`config.mk`:
```
export PLATFORM = sky130hd
export DESIGN_NAME = lmmi_dphy_arb
export DESIGN_NICKNAME = d
export VERILOG_FILES = /design/src/rtl/lmmi_dphy_arb_pkg.sv /design/src/rtl/lmmi_timeout_cnt.sv /design/src/rtl/lmmi_dphy_arb.sv
export SDC_FILE = /design/constraint.sdc
export NUM_CORES = 1
export LEC_CHECK = 0
export BUFFER_PORTS_ARGS = -buffer_cell sky130_fd_sc_hd__buf_2
export CORE_MARGIN = 3
export CORE_UTILIZATION = 46
export CTS_CLUSTER_SIZE = 28
export DETAILED_ROUTE_END_ITERATION = 7
export PLACE_DENSITY = 0.91
export SETUP_SLACK_MARGIN = 0.5
export SLEW_MARGIN = 40
export SYNTH_ARGS = -nofsm -noshare
export SYNTH_HDL_FRONTEND = slang
export SYNTH_SLANG_ARGS = --single-unit
export TNS_END_PERCENT = 50
```
`constraint.sdc`:
```
create_clock -name LMMICLK -period 2.61 [get_ports LMMICLK]
set_input_delay 0 -clock LMMICLK [delete_from_list [all_inputs] [get_ports LMMICLK]]
set_output_delay 0 -clock LMMICLK [all_outputs]
set_load 0.02 [all_outputs]
```
`src/rtl/lmmi_dphy_arb_pkg.sv`:
```
// Shared types and widths for the two-requester LMMI arbiter in front of the DPHY port.
package lmmi_dphy_arb_pkg;

  localparam int OFFSET_W = 5;
  localparam int DATA_W   = 4;
  localparam int NUM_REQ  = 2;
  localparam int CNT_W    = 8;

  typedef enum logic [1:0] {
    ST_IDLE    = 2'd0,
    ST_GRANT   = 2'd1,
    ST_WAIT_RD = 2'd2
  } state_t;

  // Per-requester strobe for a one-bit owner index.
  function automatic logic [NUM_REQ-1:0] owner_onehot(input logic idx);
    return idx ? 2'b10 : 2'b01;
  endfunction

endpackage

```
`src/rtl/lmmi_timeout_cnt.sv`:
```
// Read-data timeout counter: cleared outside the wait, counts while enabled, flags the terminal value.
module lmmi_timeout_cnt
  import lmmi_dphy_arb_pkg::*;
#(
  parameter int unsigned TERMINAL = 63
) (
  input  logic i_clk,
  input  logic i_rst_n,
  input  logic i_clr,
  input  logic i_en,
  output logic o_tc
);

  logic [CNT_W-1:0] r_cnt;

  assign o_tc = (r_cnt == CNT_W'(TERMINAL));

  // Holds at the terminal value so a late enable never wraps back to zero.
  always_ff @(posedge i_clk or negedge i_rst_n) begin
    if (!i_rst_n) begin
      r_cnt <= '0;
    end else if (i_clr) begin
      r_cnt <= '0;
    end else if (i_en && !o_tc) begin
      r_cnt <= r_cnt + CNT_W'(1);
    end
  end

endmodule

```
`src/rtl/lmmi_dphy_arb.sv`:
```
// Two-requester arbiter for the DPHY LMMI port: one transaction in flight, alternating tie priority.
module lmmi_dphy_arb
  import lmmi_dphy_arb_pkg::*;
#(
  parameter int unsigned RD_TIMEOUT = 64
) (
  input  logic                         LMMICLK,
  input  logic                         LMMIRESET_N,
  input  logic [NUM_REQ-1:0]           REQ_REQUEST,
  input  logic [NUM_REQ-1:0]           REQ_WRRD_N,
  input  logic [NUM_REQ*OFFSET_W-1:0]  REQ_OFFSET,
  input  logic [NUM_REQ*DATA_W-1:0]    REQ_WDATA,
  output logic [NUM_REQ-1:0]           REQ_READY,
  output logic [DATA_W-1:0]            REQ_RDATA,
  output logic [NUM_REQ-1:0]           REQ_RDATAVALID,
  output logic                         M_REQUEST,
  output logic                         M_WRRD_N,
  output logic [OFFSET_W-1:0]          M_OFFSET,
  output logic [DATA_W-1:0]            M_WDATA,
  input  logic                         M_READY,
  input  logic                         M_RDATAVALID,
  input  logic [DATA_W-1:0]            M_RDATA,
  output logic                         TIMEOUT_ERR,
  output state_t                       o_dbg_state
);

  // Handshake: a request is accepted on any cycle where M_REQUEST and M_READY are both 1;
  // the owner's REQ_READY mirrors M_READY only while granted, read data is a one-cycle strobe.

  state_t                r_state;
  state_t                w_next_state;
  logic                  r_owner;
  logic                  w_next_owner;
  logic                  r_last;
  logic                  w_next_last;
  logic                  w_pick;
  logic                  w_own_req;
  logic                  w_own_wr;
  logic [OFFSET_W-1:0]   w_own_off;
  logic [DATA_W-1:0]     w_own_wd;
  logic                  w_tc;
  logic                  w_cnt_clr;
  logic                  w_cnt_en;

  assign w_pick    = (&REQ_REQUEST) ? ~r_last : REQ_REQUEST[1];
  assign w_own_req = REQ_REQUEST[r_owner];
  assign w_own_wr  = REQ_WRRD_N[r_owner];
  assign w_own_off = r_owner ? REQ_OFFSET[OFFSET_W +: OFFSET_W] : REQ_OFFSET[0 +: OFFSET_W];
  assign w_own_wd  = r_owner ? REQ_WDATA[DATA_W +: DATA_W] : REQ_WDATA[0 +: DATA_W];

  assign w_cnt_en    = (r_state == ST_WAIT_RD);
  assign w_cnt_clr   = ~w_cnt_en;
  assign o_dbg_state = r_state;

  lmmi_timeout_cnt #(
    .TERMINAL (RD_TIMEOUT - 1)
  ) u_timeout_cnt (
    .i_clk   (LMMICLK),
    .i_rst_n (LMMIRESET_N),
    .i_clr   (w_cnt_clr),
    .i_en    (w_cnt_en),
    .o_tc    (w_tc)
  );

  always_ff @(posedge LMMICLK or negedge LMMIRESET_N) begin
    if (!LMMIRESET_N) begin
      r_state <= ST_IDLE;
      r_owner <= 1'b0;
      r_last  <= 1'b1;
    end else begin
      r_state <= w_next_state;
      r_owner <= w_next_owner;
      r_last  <= w_next_last;
    end
  end

  always_comb begin
    w_next_state   = r_state;
    w_next_owner   = r_owner;
    w_next_last    = r_last;
    REQ_READY      = '0;
    REQ_RDATA      = '0;
    REQ_RDATAVALID = '0;
    M_REQUEST      = 1'b0;
    M_WRRD_N       = 1'b0;
    M_OFFSET       = '0;
    M_WDATA        = '0;
    TIMEOUT_ERR    = 1'b0;
    case (r_state)
      ST_IDLE: begin
        if (|REQ_REQUEST) begin
          w_next_owner = w_pick;
          w_next_state = ST_GRANT;
        end
      end
      ST_GRANT: begin
        M_REQUEST = w_own_req;
        M_WRRD_N  = w_own_wr;
        M_OFFSET  = w_own_off;
        M_WDATA   = w_own_wd;
        REQ_READY = owner_onehot(r_owner) & {NUM_REQ{M_READY}};
        // An abandoned grant leaves priority untouched.
        if (!w_own_req) begin
          w_next_state = ST_IDLE;
        end else if (M_READY) begin
          if (w_own_wr) begin
            w_next_state = ST_IDLE;
            w_next_last  = r_owner;
          end else begin
            w_next_state = ST_WAIT_RD;
          end
        end
      end
      ST_WAIT_RD: begin
        // Real data beats a timeout landing in the same cycle.
        if (M_RDATAVALID) begin
          REQ_RDATA      = M_RDATA;
          REQ_RDATAVALID = owner_onehot(r_owner);
          w_next_state   = ST_IDLE;
          w_next_last    = r_owner;
        end else if (w_tc) begin
          REQ_RDATAVALID = owner_onehot(r_owner);
          TIMEOUT_ERR    = 1'b1;
          w_next_state   = ST_IDLE;
          w_next_last    = r_owner;
        end
      end
      default: begin
        w_next_state = ST_IDLE;
      end
    endcase
  end

endmodule
```
==> results of run 1 <==
[state kept, by name, summed over array words and instances (netlist names)]
signal and cells:
o_dbg_state 2, r_last 1, r_owner 1, u_timeout_cnt.r_cnt 8
[area by class of cell]
class,count,area (sq um)
Clock buffer,4,26.28
Tap cell,25,31.28
Fill cell,166,586.8
Inverter,4,15.01
Timing Repair Buffer,52,265.3
Sequential cell,12,301.5
Multi-Input combinational cell,83,538.0
[per-stage QoR]
| step | util (%) | cells | hold slack, ns | instance area [sq um] |
|---|---|---|---|---|
| 2_1_floorplan | - | 104 | -0.2956 | 887.1 |
| 3_3_place_gp | 64.68 | 175 | -0.1159 | 1141 |
| 3_5_place_dp | 64.68 | 175 | -0.1050 | 1141 |
| 4_1_cts | 66.74 | 180 | 0.03093 | 1177 |
| 5_1_grt | 66.74 | 180 | 0.06398 | 1177 |
| 6_report | 66.74 | 180 | 0.03485 | 1177 |
[worst max-delay path by stage]
stage / start / endpoint / cells past startpoint
floorplan: u_timeout_cnt.r_cnt[0]$_DFFE_PN0P_ / r_last$_DFFE_PN1P_ / 5
global placement: r_owner$_DFFE_PN0P_ / r_last$_DFFE_PN1P_ / 4
detailed placement: r_owner$_DFFE_PN0P_ / r_last$_DFFE_PN1P_ / 4
CTS: r_owner$_DFFE_PN0P_ / r_last$_DFFE_PN1P_ / 4
global route: r_owner$_DFFE_PN0P_ / r_last$_DFFE_PN1P_ / 4
finish: r_owner$_DFFE_PN0P_ / r_last$_DFFE_PN1P_ / 4
[per-layer routing]
metal	GRT usage, %	up-vias
li1	-	476
met3	3.927	4
met1	21.75	438
met5	0	-
met2	34.36	43
met4	7.373	0
[synthesized netlist by cell type, drive strengths merged, types with 2 or more instances]
master   n  area (sq um)
a21oi    3         15.01
a31oi    2         12.51
and3     5         31.28
buf      4         28.78
dfrtp   11         275.3
inv      4         15.01
mux2i   11         110.1
nand2    6         22.52
nand2b   2         12.51
nand3    2         10.01
nor2    20         75.07
nor2b    2         12.51
nor3     5         35.03
o21ai    6         30.02
o311ai   2         17.52
xor2     2         17.52
[cells by family after synthesis]
group,synth area share [%]
flip-flops,33.99
buffers and inverters,5.359
AND/OR/NAND/NOR,26.80
multiplexers,13.68
adder cells (fa/ha/maj),1.410
AO/OA/AOI/OAI,15.80
XOR/XNOR,2.962
[power by group through the flow]
stage | combinational [mW] | sequential [mW] | clock [mW]
finish | 0.551 | 0.312 | 0.120
global route | 0.604 | 0.321 | 0.128
CTS | 0.555 | 0.310 | 0.122
detailed placement | 0.552 | 0.314 | 0
global placement | 0.536 | 0.307 | 0
floorplan | 0.435 | 0.271 | 0
[repair_timing]
| item | 4_1_cts | 5_1_grt |
|---|---|---|
| endpoints found under the setup margin | 0 | 0 |
| hold endpoints to repair | 12 | 0 |
| hold buffers | 1 | 0 |
==> impl_metrics.toml, run 1 <==
[run_status]
status = "finished, final reports clean"

[clocking]
cts_root_buf = "clkbuf_4"
cts.sinks = 12
clock_latency_ns = 0.27
h-tree-depth = 1
cts_inserted_buffers = 3
cts_buffer_depth = 2
clk_pin_slew_ns = 0.07
cts_resized = 0
cts_tree = "done"
cts_setup_buffers = 0

[floorplanning]
start_util_pct = 50.28
dieArea_sq_um = 2492
dieHeight_um = 49.92
die_w_um = 49.92
io_pins = 52
fp-row-count = 15
core-area_sq_um = 1764

[power_and_ir_drop]
power.density_nw_per_um2 = 835.5
vdd_drop_max_uv = 668.6
switchingPower_mw = 0.4738
p_leak_nw = 0.6353
p_sw_share_pct = 48.16
p_comb_share_pct = 56.0
intPower_mw = 0.5099
p_clk_share_pct = 12.2
pwr-share-seq_pct = 31.7
power.total_mw = 0.9837

[drt]
vias = 961
met3_length_um = 196
ant_nets = 0
routedWlPerCell_um = 13.24
routed_wl_um = 2383
top_layer = "met4"
vias_per_cell = 5.339
wl_met1_um = 955
met2_length_um = 1216
drt_iter0_markers = 11
drt_first_pass_iters = 4
drc = 0

[yosys]
synthCells = 104
synthFlopType = "dfrtp_1"
ys_types = 37
postSynthAreaPerCell_sq_um = 8.530
synth-seq-area-share_pct = 33.99
ys_seq_elements = 12
syn_nets = 135
syn_area_sq_um = 887.1
synth_edf_count = 0
synthArstFlopShare_pct = 100.0
synth_warnings = 0

[cells_and_area]
layout.cells.most_common = "buf_2"
area_growth_pct = 32.72
most-common-layout-cells = "51 x buf_2, 20 x nor2_1, 11 x mux2i_1, 11 x dfrtp_1, 6 x nand2_1"
finalNetCount = 187
drive_above_1_share_pct = 38.71
antenna_cells = 0

[setup_path]
crit_path_start_kind = "flop"
cp_slowest_cell = "dfrtp_1"
crit_path_max_fanout = 18
worstRegToRegCells = 4
slowest_delay_ns = 0.84
cp_data_arrival_time_ns = 2.10
r2r_slack_ns = 0.70
r2r_start = "r_owner$_DFFE_PN0P_"
cp_cell_sequence = "mux2i_1 > o21ai_1 > o311ai_1 > mux2_2"
critical_path_buf_inv_count = 0
worstSetupPathType = "flop to flop"
worst_setup_path_end_kind = "flop"
worst_r2r_endpoint = "r_last$_DFFE_PN1P_"
critPathRequiredTime_ns = 2.80
crit_family = "flip-flops"

[global_routing]
grt_use_total_pct = 19.09
antenna_found_initial = 0
grt_pass1_wl_um = 3788
grt_max_degree = 19
grt_pass1_vias = 924
overflow = 0

[placed_design]
dp_slack_ns = 0.7199
io_buffers = 51
place_congestion = 0.8569
dp_hpwl_um = 1889

[hold_path]
min_path_cells = 2
whs_endpoint = "r_owner$_DFFE_PN0P_"
hp-start = "REQ_REQUEST[1]"
hold_path.class = "primary input to flop"

[sta]
worst_pin_slew_ns = 0.7542
tns_ns = 0
final-hold-violation-count = 0
period_minus_slack_ns = 1.906
fmax_mhz = 524.6
relSlewSlack_pct = 49.72
setup_viol = 0
slew_viol_final = 0
fin_ws_ns = 0.7036
rsz0062_at_grt = "false"
skew_ns = 0.007120
min_period_over_period_pct = 73.04

[flow_run]
cap_viol_max_count = 0
No activity file was read; power rests on OpenSTA's default activity.
==> run 2, diff against run 1 <==
CORE_UTILIZATION = 43   (was 46)
PLACE_DENSITY = 0.86   (was 0.91)
clock period = 1.85 ns   (was 2.61 ns; I/O delays follow)
==> run 2 against run 1 <==
Core utilization is 18 points higher. Clock power is 84% higher. Count of clock-buffer cells in the layout stayed put. Setup slack worse by 0.48 ns. Worst hold slack worse by 0.012 ns.
==> impl_metrics.toml, run 2 (synthesis results as in run 1) <==
[setup_path]
crit_path_max_fanout = 3
cp_slowest_cell = "dfrtp_1"
worst_setup_path_end_kind = "output pin"
worstSetupPathType = "flop to output pin"
r2r_slack_ns = 0.27
critPathRequiredTime_ns = 1.85
cp_cell_sequence = "ha_4 > nand3_4 > or3_4 > nor3_4 > buf_6"
crit_path_start_kind = "flop"
slowest_delay_ns = 0.41
cp_data_arrival_time_ns = 1.62

[floorplanning]
die_w_um = 51.42
fp-row-count = 15
dieHeight_um = 51.42
io_pins = 52
dieArea_sq_um = 2644
core-area_sq_um = 1839
start_util_pct = 48.23

[global_routing]
grt_use_total_pct = 25.99
grt_pass1_wl_um = 5043
grt_pass1_vias = 1083
overflow = 0
antenna_found_initial = 0
grt_max_degree = 15

[cells_and_area]
finalNetCount = 208
top_register = "u_timeout_cnt.r_cnt"
drive_above_1_share_pct = 56.82
area_growth_pct = 76.02
antenna_cells = 0
largest_reg_flops = 8
layout.cells.most_common = "buf_2"
nFillCells = 95
most-common-layout-cells = "44 x buf_2, 19 x nor2_1, 17 x buf_4"

[drt]
drc = 0
vias_per_cell = 6.065
ant_nets = 0
routed_wl_um = 4028
drt_iter0_markers = 78
drt_first_pass_iters = 5
routedWlPerCell_um = 20.04
vias = 1219

[sta]
slew_viol_final = 0
setup_viol = 0
worst_pin_slew_ns = 0.3085
final-hold-violation-count = 0
relSlewSlack_pct = 79.30
min_period_over_period_pct = 87.74
skew_ns = 0.008482
rsz0062_at_grt = "true"
tns_ns = 0
period_minus_slack_ns = 1.623
fmax_mhz = 616.1

[power_and_ir_drop]
pwr-share-seq_pct = 19.4
p_comb_share_pct = 69.6
switchingPower_mw = 0.9275
vdd_drop_max_uv = 1097
p_sw_share_pct = 46.22
p_leak_nw = 0.7894
power.total_mw = 2.006
power.density_nw_per_um2 = 1285
p_clk_share_pct = 11.0
intPower_mw = 1.079

[clocking]
cts_tree = "done"
h-tree-depth = 1
cts_buffer_depth = 2
clock_latency_ns = 0.29
clk_pin_slew_ns = 0.09
cts_root_buf = "clkbuf_4"
cts_inserted_buffers = 3
cts.sinks = 12

[placed_design]
dp_hpwl_um = 2106
place_congestion = 0.7902
io_buffers = 51

[hold_path]
hold_path.class = "primary input to flop"

[run_status]
status = "finished, final reports clean"

[flow_run]
cap_viol_max_count = 0
==> run 2: area by class of cell <==
| cell class | instances | area [sq um] | area share (%) |
|---|---|---|---|
| clock buffer | 4 | 36.28 | 2.324 |
| timing repair buffer | 73 | 490.5 | 31.41 |
| multi-input combinational | 83 | 683.2 | 43.75 |
| inverter | 4 | 15.01 | 0.9615 |
| tap | 25 | 31.28 | 2.003 |
| sequential | 12 | 305.3 | 19.55 |
==> run 2: worst max-delay path: cells and delay by family, from the launching register on <==
kind / cells / cell delay (ns)
fa+ha+maj: 1 / 0.17
buf+inv: 1 / 0.14
flops: 1 / 0.41
simple gates: 3 / 0.61
==> run 2: final timing paths <==
check	start	to	cells after the start
max	u_timeout_cnt.r_cnt[1]$_DFFE_PN0P_	TIMEOUT_ERR	5
min	M_READY	o_dbg_state[0]$_DFFE_PN0P_	3
max reg2reg	u_timeout_cnt.r_cnt[1]$_DFFE_PN0P_	u_timeout_cnt.r_cnt[0]$_DFFE_PN0P_	6
min reg2reg	u_timeout_cnt.r_cnt[7]$_DFFE_PN0P_	u_timeout_cnt.r_cnt[7]$_DFFE_PN0P_	2
max in group asynchronous	LMMIRESET_N	r_last$_DFFE_PN1P_	2
min in group asynchronous	LMMIRESET_N	u_timeout_cnt.r_cnt[1]$_DFFE_PN0P_	2
==> run 2: power by group through the flow <==
stage / registers (mW) / logic [mW] / clock network, mW
CTS: 0.382 / 1.09 / 0.217
detailed placement: 0.386 / 0.916 / 0
global placement: 0.377 / 0.885 / 0
floorplan: 0.387 / 0.615 / 0
global route: 0.395 / 1.47 / 0.241
finish: 0.389 / 1.40 / 0.221
==> run 2: what timing repair did <==
action | in CTS | in global routing
pin swaps | 7 | 6
endpoints found under the setup margin | 27 | 28
gates cloned | 0 | 1
buffers inserted | 10 | 6
endpoints found under the hold margin | 12 | 0
gates resized for setup | 19 | 25
hold buffers | 1 | 0
==> run 2: through the flow <==
stage	cells	instance area [sq um]	hold slack, ns	utilization, %	setup WS, ns
finish	201	1562	0.02318	84.90	0.2268
detailed placement	179	1181	-0.1126	64.22	0.3173
global route	201	1562	0.03589	84.90	0.1515
CTS	194	1398	0.02273	75.99	0.2734
global placement	179	1181	-0.1141	64.22	0.4004
floorplan	104	897.1	-0.2956	-	0.4463
==> run 2: routing by layer <==
metal / GRT usage [%] / share of wire [%] / vias up
met5: 0 / 0 / -
met4: 11.79 / 3.9 / 0
met3: 4.956 / 9.0 / 25
met2: 45.97 / 51 / 92
met1: 29.84 / 37 / 582
li1: - / - / 520
==> run 3, diff against run 2 <==
BUFFER_PORTS_ARGS = -buffer_cell sky130_fd_sc_hd__buf_4   (was -buffer_cell sky130_fd_sc_hd__buf_2)
==> run 3 against run 2 <==
Core utilization down 1.6 points. Worst hold slack worse by 0.0061 ns. Combinational power down 15%. First-iteration DRC count down 40%. Largest cell class unchanged. Fmax up 1.5%. Non-clock buffer count down 5. Largest power group unchanged. Final area down 1.9%. Sequential power up 4%. Wire length down 16%. Die area unchanged. Critical path type is now flop to flop. Clock power down 3%.
==> impl_metrics.toml, run 3 (synthesis results as in run 1) <==
[cells_and_area]
most-common-layout-cells = "65 x buf_4, 20 x nor2_1, 10 x mux2i_1"
nFillCells = 108
area_growth_pct = 72.64
layout.cells.most_common = "buf_4"
drive_above_1_share_pct = 52.63
largest_reg_flops = 8
top_register = "u_timeout_cnt.r_cnt"
finalNetCount = 203
antenna_cells = 0

[drt]
vias_per_cell = 5.724
vias = 1122
ant_nets = 0
drc = 0
drt_first_pass_iters = 4
drt_iter0_markers = 47
routed_wl_um = 3403
routedWlPerCell_um = 17.36

[power_and_ir_drop]
power.total_mw = 1.807
power.density_nw_per_um2 = 1180
vdd_drop_max_uv = 1180
p_leak_nw = 0.7623

[sta]
tns_ns = 0
slew_viol_final = 0
skew_ns = 0.002182
final-hold-violation-count = 0
fmax_mhz = 625.2
worst_pin_slew_ns = 0.3773
rsz0062_at_grt = "true"
period_minus_slack_ns = 1.600
setup_viol = 0
relSlewSlack_pct = 74.80
min_period_over_period_pct = 86.46

[hold_path]
hold_path.class = "primary input to flop"

[global_routing]
grt_max_degree = 15
grt_pass1_vias = 1084
grt_use_total_pct = 26.74
overflow = 0
antenna_found_initial = 0
grt_pass1_wl_um = 5202

[clocking]
clk_pin_slew_ns = 0.08
cts_buffer_depth = 2
cts_root_buf = "clkbuf_4"
h-tree-depth = 1
cts.sinks = 12
cts_inserted_buffers = 3
cts_tree = "done"
clock_latency_ns = 0.27

[setup_path]
crit_path_max_fanout = 8
critical_path_buf_inv_count = 0
worstSetupPathType = "flop to flop"
crit_family = "flip-flops"
slowest_delay_ns = 0.48
critPathRequiredTime_ns = 2.06
cp_slowest_cell = "dfrtp_2"
cp_data_arrival_time_ns = 1.81
crit_path_start_kind = "flop"
worst_setup_path_end_kind = "flop"
cp_cell_sequence = "nand2b_2 > o311ai_1 > mux2_2"

[run_status]
status = "finished, final reports clean"

[floorplanning]
start_util_pct = 48.23
die_w_um = 51.42
dieArea_sq_um = 2644
dieHeight_um = 51.42
fp-row-count = 15
core-area_sq_um = 1839
io_pins = 52

[flow_run]
cap_viol_max_count = 0

[placed_design]
dp_hpwl_um = 2167
io_buffers = 51
place_congestion = 0.8027
==> run 3: where the power goes <==
part           internal (mW)  switching [mW]  leakage (nW)  total [mW]
Combinational          0.567           0.621         0.586        1.19
Clock                  0.120          0.0948        0.0210       0.214
Sequential             0.323          0.0816         0.156       0.405
Total                   1.01           0.797         0.762        1.81
==> run 3: layout make-up <==
class                           count  area (sq um)  area share [%]
Clock buffer                        4         36.28           2.369
Timing Repair Buffer               68         524.3           34.23
Sequential cell                    12         305.3           19.93
Inverter                            4         15.01          0.9804
Multi-Input combinational cell     83         619.3           40.44
Tap cell                           25         31.28           2.042
==> run 3: worst paths after layout <==
| path | slack, ns | to | from | cells after the start |
|---|---|---|---|---|
| setup / recovery | 0.25 | r_last$_DFFE_PN1P_ | o_dbg_state[0]$_DFFE_PN0P_ | 3 |
| hold / removal | 0.02 | r_owner$_DFFE_PN0P_ | REQ_REQUEST[1] | 2 |
| setup reg to reg | 0.25 | r_last$_DFFE_PN1P_ | o_dbg_state[0]$_DFFE_PN0P_ | 3 |
| hold reg to reg | 0.50 | o_dbg_state[0]$_DFFE_PN0P_ | o_dbg_state[1]$_DFFE_PN0P_ | 1 |
| max in group asynchronous | 1.53 | r_last$_DFFE_PN1P_ | LMMIRESET_N | 2 |
| min in group asynchronous | 0.09 | u_timeout_cnt.r_cnt[1]$_DFFE_PN0P_ | LMMIRESET_N | 2 |
==> run 3: stage by stage <==
step	util [%]	setup WS (ns)	cell area, sq um	hold WS, ns	cells
floorplan	-	0.4463	897.1	-0.2956	104
global placement	70.75	0.3818	1301	-0.1556	178
detailed placement	70.75	0.3193	1301	-0.1529	178
CTS	82.11	0.2703	1510	0.01191	194
global route	83.27	0.1921	1531	0.01887	196
finish	83.27	0.2505	1531	0.01706	196
==> run 3: metal layers <==
layer | part of all wire (%) | GRT usage, %
met3 | 5.2 | 2.624
met5 | 0 | 0
met1 | 39 | 32.30
met2 | 53 | 47.67
met4 | 3.0 | 11.35
==> run 3: what timing repair did <==
item / in CTS / in global routing
pin swaps: 5 / 4
setup buffers: 11 / 2
gates cloned: 0 / 0
resized for setup: 16 / 1
hold buffers: 1 / 0
hold endpoints to repair: 12 / 0
setup endpoints to repair: 26 / 27
